## config.mk

```make
export PLATFORM = sky130hd
export DESIGN_NAME = alu_imm_exec
export DESIGN_NICKNAME = d
export VERILOG_FILES = /design/src/rtl/alu_imm_exec_pkg.sv /design/src/rtl/alu_imm_shifter.sv /design/src/rtl/alu_imm_exec.sv
export SDC_FILE = /design/constraint.sdc
export NUM_CORES = 1
export LEC_CHECK = 0
export CAP_MARGIN = 20
export CORE_MARGIN = 5
export CORE_UTILIZATION = 30
export CTS_CLUSTER_DIAMETER = 120
export DETAILED_ROUTE_END_ITERATION = 8
export GPL_TIMING_DRIVEN = 1
export PLACE_DENSITY = 0.48
export SYNTH_ARGS = -nofsm -noshare
export SYNTH_HDL_FRONTEND = slang
export SYNTH_SLANG_ARGS = --single-unit
```

## constraint.sdc

```tcl
create_clock -name clk -period 6.2 [get_ports clk]
set_input_delay 0.62 -clock clk [delete_from_list [all_inputs] [get_ports clk]]
set_output_delay 0.62 -clock clk [all_outputs]
set_load 0.02 [all_outputs]
```

## src/rtl/alu_imm_exec_pkg.sv

```systemverilog
// -----------------------------------------------------------------------------
// alu_imm_exec_pkg
//   Shared types and constants for the OP-IMM execute stage.
//   - Op-code macros (`ADDI..`ANDI, `ALU_NOP). They are guarded so the copy in
//     processor_defines.sv and this one can coexist in one compilation unit.
//   - exec_state_t : execute-stage FSM states.
//   - shift_op_t   : shift flavour handed to the shifter.
//   - Helpers that classify an alu_control code as a shift.
// -----------------------------------------------------------------------------
`ifndef ALU_NOP
`define ALU_NOP 5'b00000
`define ADDI    5'b00001
`define SLTI    5'b00010
`define SLTIU   5'b00011
`define XORI    5'b00100
`define ORI     5'b00101
`define ANDI    5'b00110
`define SLLI    5'b00111
`define SRLI    5'b01000
`define SRAI    5'b01001
`endif

package alu_imm_exec_pkg;

  localparam int XLEN_DEF = 32;

  typedef enum logic [1:0] {
    IDLE  = 2'd0,
    SHIFT = 2'd1,
    DONE  = 2'd2
  } exec_state_t;

  typedef enum logic [1:0] {
    SH_LL = 2'd0,
    SH_RL = 2'd1,
    SH_RA = 2'd2
  } shift_op_t;

  function automatic logic is_shift_op(input logic [4:0] code);
    return (code == `SLLI) || (code == `SRLI) || (code == `SRAI);
  endfunction

  function automatic shift_op_t shift_op_of(input logic [4:0] code);
    case (code)
      `SLLI:   return SH_LL;
      `SRLI:   return SH_RL;
      default: return SH_RA;
    endcase
  endfunction

endpackage

```

## src/rtl/alu_imm_shifter.sv

```systemverilog
// -----------------------------------------------------------------------------
// alu_imm_shifter
//   Shifter for SLLI/SRLI/SRAI.
//   SERIAL_SHIFT=1 : one bit per cycle. start_i loads the operand and shamt;
//                    done_o is high during the last shifting cycle, with
//                    result_o already showing the final value, so the caller
//                    can register it on the same edge the count hits zero.
//                    start_i must not be raised with shamt_i==0.
//   SERIAL_SHIFT=0 : combinational barrel shift; done_o follows start_i.
// Ports
//   clk, rst_n   : clock, synchronous active-low reset (clears busy/count)
//   flush        : abandons a shift in progress
//   start_i      : begin a shift (ignored while flush is high by the caller)
//   op_i         : shift flavour
//   shamt_i      : shift amount
//   operand_i    : value to shift
//   done_o       : result_o is final this cycle
//   result_o     : shifted value
// -----------------------------------------------------------------------------
module alu_imm_shifter
  import alu_imm_exec_pkg::*;
#(
  parameter int XLEN         = XLEN_DEF,
  parameter int SHAMT_W      = $clog2(XLEN),
  parameter int SERIAL_SHIFT = 1
) (
  input  logic               clk,
  input  logic               rst_n,
  input  logic               flush,
  input  logic               start_i,
  input  shift_op_t          op_i,
  input  logic [SHAMT_W-1:0] shamt_i,
  input  logic [XLEN-1:0]    operand_i,
  output logic               done_o,
  output logic [XLEN-1:0]    result_o
);

  function automatic logic [XLEN-1:0] shift_one(input logic [XLEN-1:0] v,
                                                input shift_op_t       op);
    case (op)
      SH_LL:   return {v[XLEN-2:0], 1'b0};
      SH_RL:   return {1'b0, v[XLEN-1:1]};
      default: return {v[XLEN-1], v[XLEN-1:1]};
    endcase
  endfunction

  function automatic logic [XLEN-1:0] barrel(input logic [XLEN-1:0]    v,
                                             input shift_op_t          op,
                                             input logic [SHAMT_W-1:0] n);
    logic signed [XLEN-1:0] vs;
    vs = v;
    case (op)
      SH_LL:   return v << n;
      SH_RL:   return v >> n;
      default: return vs >>> n;
    endcase
  endfunction

  if (SERIAL_SHIFT != 0) begin : g_serial
    logic [XLEN-1:0]    sh_q;
    shift_op_t          op_q;
    logic [SHAMT_W-1:0] cnt_q;
    logic               busy_q;

    // Control: the count is cleared by reset/flush so no stale shift resumes.
    always_ff @(posedge clk) begin
      if (!rst_n) begin
        busy_q <= 1'b0;
        cnt_q  <= '0;
      end else if (flush) begin
        busy_q <= 1'b0;
        cnt_q  <= '0;
      end else if (start_i) begin
        busy_q <= 1'b1;
        cnt_q  <= shamt_i;
      end else if (busy_q) begin
        cnt_q <= cnt_q - SHAMT_W'(1);
        if (cnt_q == SHAMT_W'(1)) begin
          busy_q <= 1'b0;
        end
      end
    end

    // Data: no reset needed, only meaningful while busy.
    always_ff @(posedge clk) begin
      if (start_i) begin
        sh_q <= operand_i;
        op_q <= op_i;
      end else if (busy_q) begin
        sh_q <= shift_one(sh_q, op_q);
      end
    end

    assign done_o   = busy_q && (cnt_q == SHAMT_W'(1));
    assign result_o = shift_one(sh_q, op_q);
  end else begin : g_barrel
    assign done_o   = start_i;
    assign result_o = barrel(operand_i, op_i, shamt_i);
  end

endmodule

```

## src/rtl/alu_imm_exec.sv

```systemverilog
// -----------------------------------------------------------------------------
// alu_imm_exec
//   Execute stage for RV32I OP-IMM instructions. Accepts a decoded op, reads
//   rs1 from the register file in the accept cycle, computes the result
//   (optionally bit-serial for shifts) and offers it to writeback.
//   One op in flight at a time; in_ready is high only in IDLE, so every op
//   costs at least one bubble after its writeback handshake.
// Ports
//   clk, rst_n            : clock, synchronous active-low reset
//   flush                 : kills any in-flight op (and a same-cycle accept)
//   in_valid / in_ready   : input handshake
//   rs1, rd, imm          : source index, destination index, I-immediate
//   alu_control           : op code (`ADDI..`ANDI, `SLLI/`SRLI/`SRAI, `ALU_NOP)
//   rf_raddr / rf_rdata   : combinational register-file read port
//   wb_valid / wb_ready   : output handshake
//   wb_we, wb_rd, wb_data : write-enable qualifier, destination, result
// -----------------------------------------------------------------------------
module alu_imm_exec
  import alu_imm_exec_pkg::*;
#(
  parameter int XLEN         = XLEN_DEF,
  parameter int SHAMT_W      = $clog2(XLEN),
  parameter int SERIAL_SHIFT = 1
) (
  input  logic            clk,
  input  logic            rst_n,
  input  logic            flush,
  input  logic            in_valid,
  output logic            in_ready,
  input  logic [4:0]      rs1,
  input  logic [4:0]      rd,
  input  logic [11:0]     imm,
  input  logic [4:0]      alu_control,
  output logic [4:0]      rf_raddr,
  input  logic [XLEN-1:0] rf_rdata,
  output logic            wb_valid,
  input  logic            wb_ready,
  output logic            wb_we,
  output logic [4:0]      wb_rd,
  output logic [XLEN-1:0] wb_data
);

  exec_state_t       state_q, state_d;
  logic              wb_we_q, wb_we_d;
  logic [4:0]        wb_rd_q, wb_rd_d;
  logic [XLEN-1:0]   wb_data_q, wb_data_d;

  logic              accept;
  logic              is_shift;
  logic [SHAMT_W-1:0] shamt;
  logic              sh_start;
  logic              sh_done;
  logic [XLEN-1:0]   sh_result;

  logic signed [XLEN-1:0] a_s, i_s;
  logic [XLEN-1:0]        a_u, i_u;
  logic [XLEN-1:0]        alu_res;
  logic                   op_known;

  assign rf_raddr = rs1;
  assign in_ready = (state_q == IDLE);
  assign wb_valid = (state_q == DONE);
  assign wb_we    = wb_we_q;
  assign wb_rd    = wb_rd_q;
  assign wb_data  = wb_data_q;

  // A flush in the accept cycle discards the op outright.
  assign accept   = in_valid && in_ready && !flush;
  assign is_shift = is_shift_op(alu_control);
  assign shamt    = imm[SHAMT_W-1:0];
  assign sh_start = accept && is_shift && (shamt != '0);

  assign a_s = rf_rdata;
  assign i_s = {{(XLEN-12){imm[11]}}, imm};
  assign a_u = rf_rdata;
  assign i_u = i_s;

  // Single-cycle result. For shifts in serial mode this path is only taken
  // when shamt==0, where the result is the operand itself.
  always_comb begin
    alu_res  = '0;
    op_known = 1'b1;
    case (alu_control)
      `ADDI:  alu_res = a_u + i_u;
      `SLTI:  alu_res = {{(XLEN-1){1'b0}}, (a_s < i_s)};
      `SLTIU: alu_res = {{(XLEN-1){1'b0}}, (a_u < i_u)};
      `XORI:  alu_res = a_u ^ i_u;
      `ORI:   alu_res = a_u | i_u;
      `ANDI:  alu_res = a_u & i_u;
      `SLLI, `SRLI, `SRAI:
        alu_res = (SERIAL_SHIFT != 0) ? a_u : sh_result;
      default: begin
        alu_res  = '0;
        op_known = 1'b0;
      end
    endcase
  end

  alu_imm_shifter #(
    .XLEN        (XLEN),
    .SHAMT_W     (SHAMT_W),
    .SERIAL_SHIFT(SERIAL_SHIFT)
  ) u_shifter (
    .clk      (clk),
    .rst_n    (rst_n),
    .flush    (flush),
    .start_i  (sh_start),
    .op_i     (shift_op_of(alu_control)),
    .shamt_i  (shamt),
    .operand_i(rf_rdata),
    .done_o   (sh_done),
    .result_o (sh_result)
  );

  // Next state and writeback fields. wb_rd/wb_we are captured at accept even
  // for serial shifts; only wb_data is filled in when the shift finishes.
  always_comb begin
    state_d   = state_q;
    wb_we_d   = wb_we_q;
    wb_rd_d   = wb_rd_q;
    wb_data_d = wb_data_q;
    case (state_q)
      IDLE: begin
        if (accept) begin
          wb_rd_d = rd;
          wb_we_d = op_known && (rd != 5'd0);
          if (sh_start && (SERIAL_SHIFT != 0)) begin
            state_d = SHIFT;
          end else begin
            state_d   = DONE;
            wb_data_d = alu_res;
          end
        end
      end
      SHIFT: begin
        if (sh_done) begin
          state_d   = DONE;
          wb_data_d = sh_result;
        end
      end
      DONE: begin
        if (wb_ready) begin
          state_d = IDLE;
        end
      end
      default: state_d = IDLE;
    endcase
  end

  // ---- state / writeback register stage ----
  always_ff @(posedge clk) begin
    if (!rst_n) begin
      state_q   <= IDLE;
      wb_we_q   <= 1'b0;
      wb_rd_q   <= 5'd0;
      wb_data_q <= '0;
    end else if (flush) begin
      state_q <= IDLE;
    end else begin
      state_q   <= state_d;
      wb_we_q   <= wb_we_d;
      wb_rd_q   <= wb_rd_d;
      wb_data_q <= wb_data_d;
    end
  end

endmodule

```

### Yosys cells after proc, flatten, opt, wreduce, memory -nomap -nowiden

Index checks and enable logic that the tools add are counted.
W data, S select, Z words.

* add/subtract/negate cells: 2
* multipliers: 0
* divide/modulo/power cells: 0
* order comparisons: 2
* eq/ne operators: 17
* shift-type cells: 0
* mux-type cells: 20
* bitwise logic cells: 5
* reductions and logical operators: 21

Operators with widths (number)
* $pmux W32 S7: 1
* $mux W32: 5
* $pmux W32 S2: 2
* $add A32 B32 Y32: 1
* $and A32 B32 Y32: 1
* $lt A32 B12 Y1: 1
* $lt A32 B32 Y1: 1
* $or A32 B32 Y32: 1
* $xor A32 B32 Y32: 1
* $eq A5 B3 Y1 const B: 4
* $eq A5 B1 Y1 const B: 2
* $eq A5 B2 Y1 const B: 2
* $eq A5 B4 Y1 const B: 2
* $mux W5: 2
* $reduce_bool A5 Y1: 2
* $reduce_or A9 Y1: 1
* $mux W2: 4
* $logic_and A1 B1 Y1: 6
* $pmux W2 S3: 1
* $reduce_and A3 Y1: 2
* $reduce_and A5 Y1: 1
* $sub A5 B1 Y5 const B: 1
* $eq A2 B1 Y1 const B: 2
* $logic_not A2 Y1: 2
* 11 further kinds: 19

* bits in registers: 80
* bits in latches: 0
* RAM bits: 0
* ROM bits: 0
* bits of input ports: 64
* output and inout bits: 45
* memories kept: 0

### Longest topological paths before layout

* word-level depth: 8
* depth in mapped cells: 11

### By module

Synthesis repeated with hierarchy kept, for this count alone.

* cell total of the unflattened synthesis: 987
* area, all modules: 8519.4 µm²

By module, submodules not included
* alu_imm_exec: instances 1, cells an instance 840, area an instance 6269.8 µm², sequential area each 800.8 µm²
* alu_imm_shifter: instances 1, cells an instance 147, area an instance 2249.7 µm², sequential area each 1141.1 µm²

### Worst setup path before layout

No wires, ideal clock.

* path type: input-to-reg
* start: in imm[11]
* end: reg wb_data_q[31], in the netlist wb_data[31]
* setup time: 119 ps
* arrival: 3607 ps
* required time: 6081 ps
* path slack: 2475 ps
* stages on the path: 11
* path buffers: 1
* path through: inv_1 ha_1 buf_6 a21oi_4 o21ai_2 a41o_1 a2111o_1 nor2b_4 or4_1 a31oi_1 o21ai_1

* longest elaborated chain between the ends: 5

RTL lines
* from (decl): RTL line alu_imm_exec.sv:32 `input logic [11:0] imm,`
* $add A32 B32 Y32, or another cell as far along: RTL line alu_imm_exec.sv:84 `` `ADDI: alu_res = a_u + i_u; ``
* $pmux W32 S7 *: RTL line alu_imm_exec.sv:83 `case (alu_control)`
* $mux W32 *: RTL line alu_imm_exec.sv:127 `if (sh_start && (SERIAL_SHIFT != 0)) begin`
* $mux W32 *: RTL line alu_imm_exec.sv:124 `if (accept) begin`
* $pmux W32 S2 *: RTL line alu_imm_exec.sv:122 `case (state_q)`
* to (signal assigned): RTL line alu_imm_exec.sv:163 `wb_data_q <= wb_data_d;`
* to (decl): RTL line alu_imm_exec.sv:46 `logic [XLEN-1:0] wb_data_q, wb_data_d;`

Every way passes the cells marked *; elsewhere a longest branch is shown, timed or not. The select of a mux whose other input is x is not followed.
A chain may end at the register's enable or synchronous reset.

### Worst setup path after layout

Ends and elaborated chain as after synthesis.

==> flow_summary_export.csv <==
group,metric,value,unit
placement,io_buffer_count,98,
worst_setup_path,rr_endpoint,"wb_data[24]$_SDFFE_PN0P_",
cells_and_area,ff_latch_area,1940,um2
cells_and_area,nets,1222,
worst_setup_path,rrSetupSlack,3.35,ns
cells_and_area,final_cell_area,9550,um2
timing,fin_crit,4.10,ns
clock_tree,cts-root-buf,"clkbuf_16",
drt,dr_wl_met2,13000,um
drt,vias,7776,
logic_synthesis,synth_flop_cell,"dfxtp_1",
logic_synthesis,ys.warnings.count,0,
logic_synthesis,syn_area,8060,um2
placement,placedCellCount,1389,
floorplanning,die_area,30200,um2
cells_and_area,final_core_util,0.357,
drt,detail_route.vias_per_cell,5.53,
logic_synthesis,synth_area_leaders,"ha_1 15%, edfxtp_1 13%, dfxtp_1 11%",
logic_synthesis,synth.area.mux_share,0.0725,
global_route,grt_pass1_vias,7418,
timing,rsz0062_at_grt,"no",
floorplanning,start_util,0.301,
outcome,status,"complete, no violations",
drt,drcViolationCount,0,
clock_tree,cts.clk_slew.worst_paths,0.07,ns
pwr,power_frac_clock,0.341,
drt,top_layer_used,"met4",
clock_tree,post_cts_resized,0,
clock_tree,clk_latency,0.35,ns
clock_tree,postCtsSetupBuffers,0,
drt,antenna_left,0,
floorplanning,fp.dieW,174,um
logic_synthesis,ys_seq_area_frac,0.241,
worst_setup_path,worstPathArrival,4.34,ns
logic_synthesis,synth_compound_area_frac,0.258,
pwr,p_seq_frac,0.344,
timing,tns,0,ns
pwr,p_switching,580,uW
floorplanning,ios,109,
floorplanning,fp-row-count,60,
timing,hold_violations,0,
logic_synthesis,syn_avg_cell_area,7.99,um2
pwr,peakVddDrop,0.000114,V
worst_setup_path,critPathKind,"in -> reg",
drt,wl_per_cell,20.2,um
clock_tree,postCtsHoldBufs,0,
clock_tree,htreeDepth,3,
logic_synthesis,synth_top_cell_area_share,0.152,
cells_and_area,multi_input_area,5510,um2
timing,fin_skew,0.00714,ns
clock_tree,numCtsBuffers,9,
drt,firstDrtPassIters,7,
cells_and_area,drive_above_1_share,0.0573,
worst_setup_path,reg2reg_depth,8,
pwr,p_int,1.10,mW
global_route,grt_pass1_wl,44300,um
cells_and_area,fillers,2845,
logic_synthesis,synth_common_cells,"122 x a21oi_1, 107 x nor2_1, 98 x ha_1, 72 x nand2_1, 71 x inv_1",
cells_and_area,layout.cells.non_filler,1405,
cells_and_area,area_growth,18.5,%
floorplanning,die_y,174,um
timing,fin_crit_sh,0.661,
worst_setup_path,cp-endpoint,"wb_data[31]$_SDFFE_PN0P_",
logic_synthesis,synth_nets,1171,
cells_and_area,antenna_cells,0,
worst_setup_path,rr_startpoint,"state_q[1]$_SDFFE_PP0P_",
logic_synthesis,synth_top_family_by_area,"compound AO/OA/AOI/OAI gates",
timing,relSlewSlack,0.275,
worst_setup_path,end_kind,"register",
drt,wl,28300,um
clock_tree,cts_buffer_depth,2,
timing,whs,0.460,ns
logic_synthesis,synth_top_cell_by_area,"ha_1",
global_route,antenna_found_initial,0,
clock_tree,tritoncts,"yes",
timing,setup_viol,0,
logic_synthesis,syn_inst,1008,
placement,gp_congestion,0.997,
pwr,finalPower,1.68,mW
logic_synthesis,synth-seq-cells,80,
worst_setup_path,crit_start,"imm[11]",
logic_synthesis,synth_edf_count,34,
logic_synthesis,yosysUniqueCellTypes,78,
run,cap_violations,0,
floorplanning,coreArea,26700,um2
placement,dpl.hpwl,20100,um
timing,drv_slew,0,
drt,met1_length,13300,um
pwr,swShare,0.346,
timing,tightest_slew,1.09,ns
worst_setup_path,cp_data_required_time,6.44,ns
timing,fmax,0.244,GHz
logic_synthesis,async_flop_share,0,
worst_setup_path,start_kind,"primary input",
logic_synthesis,synth-xor-area-share,0.0239,
pwr,pwr-share-comb,0.315,
timing,final.setup.worst_slack,2.10,ns
global_route,grt_max_degree,69,
placement,preCtsSetupSlack,1.76,ns
drt,dr.first_iter.drc_count,821,
clock_tree,cts_sinks,80,
min_path,worstHoldPathType,"reg -> reg",
drt,wl_met3,1590,um
placement,dpl-instance-area,9240,um2
logic_synthesis,synthAdderAreaFrac,0.155,
pwr,powerDensity,176,nW/um2
worst_setup_path,cp_max_fo,42,
pwr,p_leak,3.88,nW
logic_synthesis,synthMostInstantiatedCell,"a21oi_1",
logic_synthesis,synth_simple_gate_area_frac,0.171,
global_route,gr-total-overflow,0,
global_route,grt_util_all_layers,0.183,
-- cells by family (layout without fill, tap and decap cells) --
kind of cell	after synthesis	after routing
XOR/XNOR	22	22
AO/OA/AOI/OAI	312	312
buffers and inverters	146	202
adder cells (fa/ha/maj)	99	99
multiplexers	58	58
AND/OR/NAND/NOR	291	291
flip-flops	80	80
-- sequential cells by signal, indices dropped and copies added, names as in the netlist --
register / cells
wb_rd: 5
wb_we: 1
state_q: 2
u_shifter.g_serial.busy_q: 1
wb_data: 32
u_shifter.g_serial.cnt_q: 5
u_shifter.g_serial.op_q: 2
u_shifter.g_serial.sh_q: 32
-- worst max-delay path, stage by stage --
cell             delay, ns
clkdlybuf4s50_1       0.45
buf_4                 0.32
inv_1                 0.07
buf_4                 0.31
ha_1                  0.53
a21oi_1               0.26
o21ai_0               0.12
a41o_1                0.26
a2111o_1              0.46
nor2b_4               0.15
or4_1                 0.51
a31oi_1               0.18
o21ai_1               0.08
-- power groups by stage --
stage	logic, mW	registers, mW	clock network (mW)
detailed placement	0.524	0.590	0
global route	0.578	0.580	0.608
CTS	0.526	0.578	0.586
global placement	0.526	0.590	0
floorplan	0.323	0.605	0
finish	0.528	0.578	0.573
-- area by class of cell --
| type | instances | area share |
|---|---|---|
| multi-input combinational | 782 | 0.577 |
| sequential | 80 | 0.203 |
| timing repair buffer | 114 | 0.114 |
| tap | 341 | 0.0447 |
| clock buffer | 12 | 0.0292 |
| inverter | 72 | 0.0283 |
| clock inverter | 4 | 0.00314 |
-- placed cells by master (no fill, tap or decap), types with 4 or more instances in the layout --
cell	synthesis	routed
a21oi_1	122	122
nor2_1	107	106
ha_1	98	98
clkdlybuf4s50_1	0	97
nand2_1	72	72
inv_1	71	71
mux2i_1	55	55
o21ai_0	47	47
dfxtp_1	46	46
edfxtp_1	34	34
a222oi_1	27	27
nor3_1	24	24
nand3_1	20	19
buf_4	7	15
xnor2_1	13	13
a211oi_1	12	12
a31oi_1	12	12
nor2b_1	11	11
o21bai_1	11	11
clkbuf_16	0	11
a21o_1	9	9
xor2_1	9	9
o21a_1	9	8
o211ai_1	8	8
nand4_1	8	8
nand2b_1	7	7
nor4_1	7	7
a221oi_1	7	7
o31ai_1	6	6
and3_1	5	5
or4_1	5	5
o22ai_1	4	4
or3_1	4	4
a32oi_1	4	4
-- worst min path at each step --
stage                                                           to  cells after the start                                     start
after global routing                       wb_data[1]$_SDFFE_PN0P_                      2                   wb_data[1]$_SDFFE_PN0P_
final                                      wb_data[1]$_SDFFE_PN0P_                      2                   wb_data[1]$_SDFFE_PN0P_
after detailed placement                   wb_data[1]$_SDFFE_PN0P_                      2                   wb_data[1]$_SDFFE_PN0P_
after CTS                                  wb_data[1]$_SDFFE_PN0P_                      2                   wb_data[1]$_SDFFE_PN0P_
after floorplan           u_shifter.g_serial.cnt_q[3]$_SDFFE_PP0P_                      2  u_shifter.g_serial.cnt_q[3]$_SDFFE_PP0P_
after global placement                     wb_data[1]$_SDFFE_PN0P_                      2                   wb_data[1]$_SDFFE_PN0P_
-- routing by layer --
metal	global-route usage	up-vias
met1	0.260	3703
met2	0.299	277
met3	0.0190	20
met4	0.0455	0
li1	-	3776
met5	0	-
(Power assumes the default switching activity.)
